## config.mk

```make
export PLATFORM = sky130hd
export DESIGN_NAME = ucode_mem_resp
export DESIGN_NICKNAME = d
export VERILOG_FILES = /design/src/rtl/ucode_pkg.sv /design/src/rtl/ucode_resp_tmo.sv /design/src/rtl/ucode_mem_resp.sv
export SDC_FILE = /design/constraint.sdc
export NUM_CORES = 1
export LEC_CHECK = 0
export ABC_AREA = 1
export BUFFER_PORTS_ARGS = -buffer_cell sky130_fd_sc_hd__buf_2
export CORE_ASPECT_RATIO = 1.2
export CORE_MARGIN = 2
export CORE_UTILIZATION = 45
export CTS_BUF_LIST = sky130_fd_sc_hd__clkbuf_2 sky130_fd_sc_hd__clkbuf_4 sky130_fd_sc_hd__clkbuf_8
export DETAILED_ROUTE_END_ITERATION = 8
export PLACE_DENSITY = 0.76
export SETUP_SLACK_MARGIN = 0.02
export SLEW_MARGIN = 10
export SYNTH_ARGS = -nofsm -noshare
export SYNTH_HDL_FRONTEND = slang
export SYNTH_SLANG_ARGS = --single-unit
```

## constraint.sdc

```tcl
create_clock -name clk -period 1.3 [get_ports clk]
set_input_delay 0.26 -clock clk [delete_from_list [all_inputs] [get_ports clk]]
set_output_delay 0.26 -clock clk [all_outputs]
set_load 0.05 [all_outputs]
```

## src/rtl/ucode_pkg.sv

```systemverilog
// Shared types and constants for the ucode stack memory response path.
package ucode_pkg;

  localparam int unsigned UcrDataW = 32;
  localparam int unsigned UcrTmoW  = 8;

  localparam logic [UcrTmoW-1:0] UCR_TMO_MAX = 8'd255;

  typedef enum logic [1:0] {
    StIdle = 2'd0,
    StCapt = 2'd1,
    StBusy = 2'd2,
    StPend = 2'd3
  } ucr_state_e;

  typedef struct packed {
    logic                wr;
    logic [UcrDataW-1:0] addr;
    logic [UcrDataW-1:0] wdata;
  } ucr_req_t;

endpackage

```

## src/rtl/ucode_resp_tmo.sv

```systemverilog
// Saturating timeout counter for an outstanding memory handshake.
module ucode_resp_tmo
  import ucode_pkg::*;
(
  input  logic clk,
  input  logic reset,
  input  logic clr,
  input  logic en,
  output logic hit
);

  logic [UcrTmoW-1:0] cnt_q, cnt_d;

  always_comb begin
    cnt_d = cnt_q;
    if (clr) begin
      cnt_d = '0;
    end else if (en && (cnt_q != UCR_TMO_MAX)) begin
      cnt_d = cnt_q + 1'b1;
    end
  end

  always_ff @(posedge clk) begin
    if (reset) begin
      cnt_q <= '0;
    end else begin
      cnt_q <= cnt_d;
    end
  end

  assign hit = (cnt_q == UCR_TMO_MAX);

endmodule

```

## src/rtl/ucode_mem_resp.sv

```systemverilog
// Bridges ucode stack read/write requests onto the DCU request/ack handshake,
// with abort, timeout kill and a one-entry parked write for combined rd+wt.
module ucode_mem_resp
  import ucode_pkg::*;
(
  input  logic                clk,
  input  logic                reset,
  input  logic                u_f01_wt_stk,
  input  logic                u_f02_rd_stk,
  input  logic                u_abt_rdwt,
  input  logic                u_abt_cur,
  input  logic [UcrDataW-1:0] u_addr,
  input  logic [UcrDataW-1:0] u_wdata,
  input  logic                dcu_ack,
  input  logic                dcu_err,
  input  logic [UcrDataW-1:0] dcu_rdata,
  output logic                dcu_req,
  output logic                dcu_wr,
  output logic [UcrDataW-1:0] dcu_addr,
  output logic [UcrDataW-1:0] dcu_wdata,
  output logic                ie_stall_ucode,
  output logic                ie_kill_ucode,
  output logic [UcrDataW-1:0] u_rdata,
  output logic                u_rdata_vld
);

  ucr_state_e          state_q, state_d;
  ucr_req_t            cur_q, cur_d;
  ucr_req_t            pend_q, pend_d;
  logic                pend_vld_q, pend_vld_d;
  logic [UcrDataW-1:0] rdata_q, rdata_d;
  logic                rdata_vld_q, rdata_vld_d;
  logic                kill_q, kill_d;
  logic                tmo_en, tmo_hit;
  logic                busy;

  assign busy = (state_q == StBusy);

  // Held cleared outside BUSY so every entry (from CAPT or PEND) starts at zero.
  ucode_resp_tmo u_tmo (
    .clk   (clk),
    .reset (reset),
    .clr   (!busy),
    .en    (tmo_en),
    .hit   (tmo_hit)
  );

  always_comb begin
    state_d     = state_q;
    cur_d       = cur_q;
    pend_d      = pend_q;
    pend_vld_d  = pend_vld_q;
    rdata_d     = rdata_q;
    rdata_vld_d = 1'b0;
    kill_d      = 1'b0;
    tmo_en      = 1'b0;

    unique case (state_q)
      StIdle: begin
        if (u_f02_rd_stk || u_f01_wt_stk) begin
          // A combined request issues the read first and parks the write.
          cur_d.wr     = !u_f02_rd_stk;
          cur_d.addr   = u_addr;
          cur_d.wdata  = u_wdata;
          pend_vld_d   = u_f02_rd_stk && u_f01_wt_stk;
          pend_d.wr    = 1'b1;
          pend_d.addr  = u_addr;
          pend_d.wdata = u_wdata;
          state_d      = StCapt;
        end
      end

      StCapt: begin
        if (u_abt_rdwt || u_abt_cur) begin
          pend_vld_d = 1'b0;
          state_d    = StIdle;
        end else begin
          state_d = StBusy;
        end
      end

      StBusy: begin
        if (dcu_ack) begin
          if (dcu_err) begin
            kill_d     = 1'b1;
            pend_vld_d = 1'b0;
            state_d    = StIdle;
          end else begin
            if (!cur_q.wr) begin
              rdata_d     = dcu_rdata;
              rdata_vld_d = 1'b1;
            end
            state_d = pend_vld_q ? StPend : StIdle;
          end
        end else if (tmo_hit) begin
          // An ack in the hit cycle wins above; only a silent DCU is killed.
          kill_d     = 1'b1;
          pend_vld_d = 1'b0;
          state_d    = StIdle;
        end else begin
          tmo_en = 1'b1;
        end
      end

      StPend: begin
        cur_d      = pend_q;
        pend_vld_d = 1'b0;
        state_d    = StBusy;
      end

      default: begin
        state_d = StIdle;
      end
    endcase
  end

  always_ff @(posedge clk) begin
    if (reset) begin
      state_q     <= StIdle;
      cur_q       <= '0;
      pend_q      <= '0;
      pend_vld_q  <= 1'b0;
      rdata_q     <= '0;
      rdata_vld_q <= 1'b0;
      kill_q      <= 1'b0;
    end else begin
      state_q     <= state_d;
      cur_q       <= cur_d;
      pend_q      <= pend_d;
      pend_vld_q  <= pend_vld_d;
      rdata_q     <= rdata_d;
      rdata_vld_q <= rdata_vld_d;
      kill_q      <= kill_d;
    end
  end

  assign dcu_req        = busy;
  assign dcu_wr         = busy && cur_q.wr;
  assign dcu_addr       = busy ? cur_q.addr  : '0;
  assign dcu_wdata      = busy ? cur_q.wdata : '0;
  assign ie_stall_ucode = (state_q != StIdle);
  assign ie_kill_ucode  = kill_q;
  assign u_rdata        = rdata_q;
  assign u_rdata_vld    = rdata_vld_q;

endmodule
```

==> metrics.md <==
| Metric | Value |
|---|---|
| Status | `finished with violations` |
| Violated checks | `negative setup slack` |
| RSZ-0062 raised after global routing | `yes` |
| DRC | `0` |
| Grt ovf | `0` |
| Initial Util | `45.86%` |
| Worst setup EP type | `output port` |
| Final Net Count | `1333` |
| Initial detailed-routing violation count | `524` |
| Synthesized area | `6860 sq um` |
| Die Footprint | `16250 sq um` |
| Clk_lat worst skew | `0.46 ns` |
| Register bit total from synthesis | `175` |
| Post-Synthesis Cells | `951` |
| CTS tree | `yes` |
| Port bufs | `204` |
| Largest net degree at the start of global routing | `103` |
| Number of global-route vias before repair | `7310` |
| Core Rows | `49` |
| CP Buf/Inv Count | `4` |
| Total power | `13.31 mW` |
| Worst hold path type | `in2reg` |
| Data arrival time of the worst path | `1.58 ns` |
| Final Util | `79.99%` |
| Delay-heaviest family, CP | `buffers and inverters` |
| Num CTS Buffers | `17` |
| Total power per unit cell area | `1113 nW/um^2` |
| Worst path slowest cell | `dfxtp_2` |
| Top-area cell type share of the netlist area | `51.07%` |
| Final Setup Violations | `242` |
| Slew @ Worst Pin | `0.5319 ns` |
| Register area share after synthesis | `51.07%` |
| Die Ht | `139.3 um` |
| Clk buf depth | `2` |
| WL per Instance | `18.85 um` |
| Clk sink count | `175` |
| Worst Clk Skew | `0.01632 ns` |
| Final Hold Viols | `0` |
| Relative slew slack | `64.54%` |
| Max Slew Vio Count | `0` |
| Worst Path Max Fanout | `7` |
| Cell leakage power | `4.870 nW` |
| Synth Area per Inst | `7.214 sq um` |
| HPWL after DPL | `11.83 mm` |
| First-pass GRT wire length | `36.98 mm` |
| Ranking of synthesized cells by area | `dfxtp_1, nand2_1, nor2_1, a31oi_1, a21oi_1` |
| Avg Vias per Cell | `5.392` |
| Syn_nets | `1056` |
| Peak supply drop | `728.5 uV` |
| Setup_tns | `-75.31 ns` |
| Most frequent cells in the layout | `nand2_1, dfxtp_1, buf_2, buf_6, inv_1` |
| H-tree Lvls | `4` |
| Clock root buffer | `clkbuf_8` |
| Tmin final | `1.841 ns` |
| GR met3 Demand/Resource | `7.186%` |
| Synth Warn # | `0` |
| Placed insts | `1340` |
| Syn-to-layout area delta | `74.43%` |
| Hold slack | `0.01707 ns` |
| GR Util met2 | `49.83%` |
| Die Width | `116.7 um` |
| CP required | `1.04 ns` |
| WL final | `27.25 mm` |
| Initial antenna violation count | `1` |
| Final Wtd Congestion | `0.8058` |
| Crit Path Class | `reg2out` |
| Initial DRT Pass Iterations | `5` |
| Clk pin slew, worst setup/hold paths | `0.09 ns` |
| Setup WS post-layout | `-0.5413 ns` |
| Distinct cells, synth | `23` |
| Cell taking the most area after synthesis | `dfxtp_1` |
| GRT Util Overall | `29.31%` |
| I/O Pins | `205` |
| Share of cells above drive strength 1 | `47.38%` |
| Met1 usage | `34.28%` |
| Max-Cap Viols | `0` |
| Post-route ant nets | `0` |
| Number of vias after detailed routing | `7797` |
| Core area | `14960 sq um` |
| Critical Path Source Type | `register` |
| GR peak layer | `met2` |
| Fmax | `0.5431 GHz` |
| Max incr delay on CP | `0.34 ns` |
| Final std cells w/o fill | `1446` |
| Final Cycle Share | `141.6%` |
| Commonest non-fill, non-tap cell in the layout | `nand2_1` |
| Critical path, cell by cell | `inv_4, nand2_8, buf_12, buf_16, nor2_4, buf_8` |
per-layer routing:
layer	wire length [um]	vias to the layer above
li1	-	3568
met5	0	-
met2	14070	443
met1	9628	3680
met3	2203	106
met4	1349	0
cells by family (layout without fill, tap and decap cells):
| logic type | Yosys count | in the layout | share of synthesized area (%) |
|---|---|---|---|
| and+or+nand+nor | 451 | 452 | 25.11 |
| DFF | 175 | 175 | 51.07 |
| AOI/OAI and AO/OA | 174 | 174 | 14.06 |
| buffers and inverters | 148 | 437 | 9.320 |
| xor gates and xnor gates | 2 | 2 | 0.2554 |
| adders and majority gates | 1 | 1 | 0.1824 |
| other | 0 | 1 | 0 |
cell usage after synthesis (all sizes together):
master,instances
nand4,3
clkbuf,27
o21ai,36
dfxtp,175
buf,32
a22oi,1
nand3b,2
nor3,3
nor2,150
xor2,2
nand3,5
a31oi,64
a21oi,73
ha,1
or2,1
inv,89
nand2,287
repair_timing:
item,4_1_cts,5_1_grt
endpoints found under the setup margin,273,276
hold endpoints to repair,4,0
resized for setup,259,290
gates cloned,22,9
setup buffers,33,9
hold buffers,4,0
pin swaps,39,49
through the flow:
stage | setup slack [ns] | cell area (sq um)
floorplan | -0.04173 | 7440
global placement | -0.1527 | 8787
detailed placement | -0.1554 | 8787
CTS | -0.5049 | 10960
global route | -0.5801 | 11970
finish | -0.5413 | 11970
cell type report:
cell class / instances / area, sq um
clock buffers: 23 / 291.5
well taps: 204 / 255.2
repair buffers: 316 / 3553
flip-flops and latches: 175 / 3533
diodes: 1 / 2.502
fillers: 900 / 2993
clock inverters: 9 / 133.9
inverters: 89 / 374.1
multi-input cells: 629 / 3822
sequential cells by signal (all words and copies together) (netlist names):
signal,count
cur_q,65
ie_kill_ucode,1
pend_q,65
pend_vld_q,1
state_q,2
u_rdata,32
u_rdata_vld,1
u_tmo.cnt_q,8
power by group:
| group | internal, mW | switching (mW) |
|---|---|---|
| Sequential | 5.74 | 0.244 |
| Combinational | 1.50 | 1.72 |
| Clock | 2.09 | 2.01 |
| Total | 9.33 | 3.98 |
final timing paths:
path                            cells past startpoint           from            end  slack (ns)
worst max register to register                     12     state_q[0]     pend_q[36]       -0.44
worst min-delay path                                3  dcu_rdata[22]    u_rdata[22]        0.02
worst max-delay path                                6     state_q[0]  dcu_wdata[31]       -0.54
worst min register to register                      2     pend_q[23]     pend_q[23]        0.46
tightest hold or removal path, cell delays in order:
cell and delay (ns):
buf_2 0.08, nor2_2 0.03, nor2_1 0.07
No activity file was read; power rests on OpenSTA's default activity.
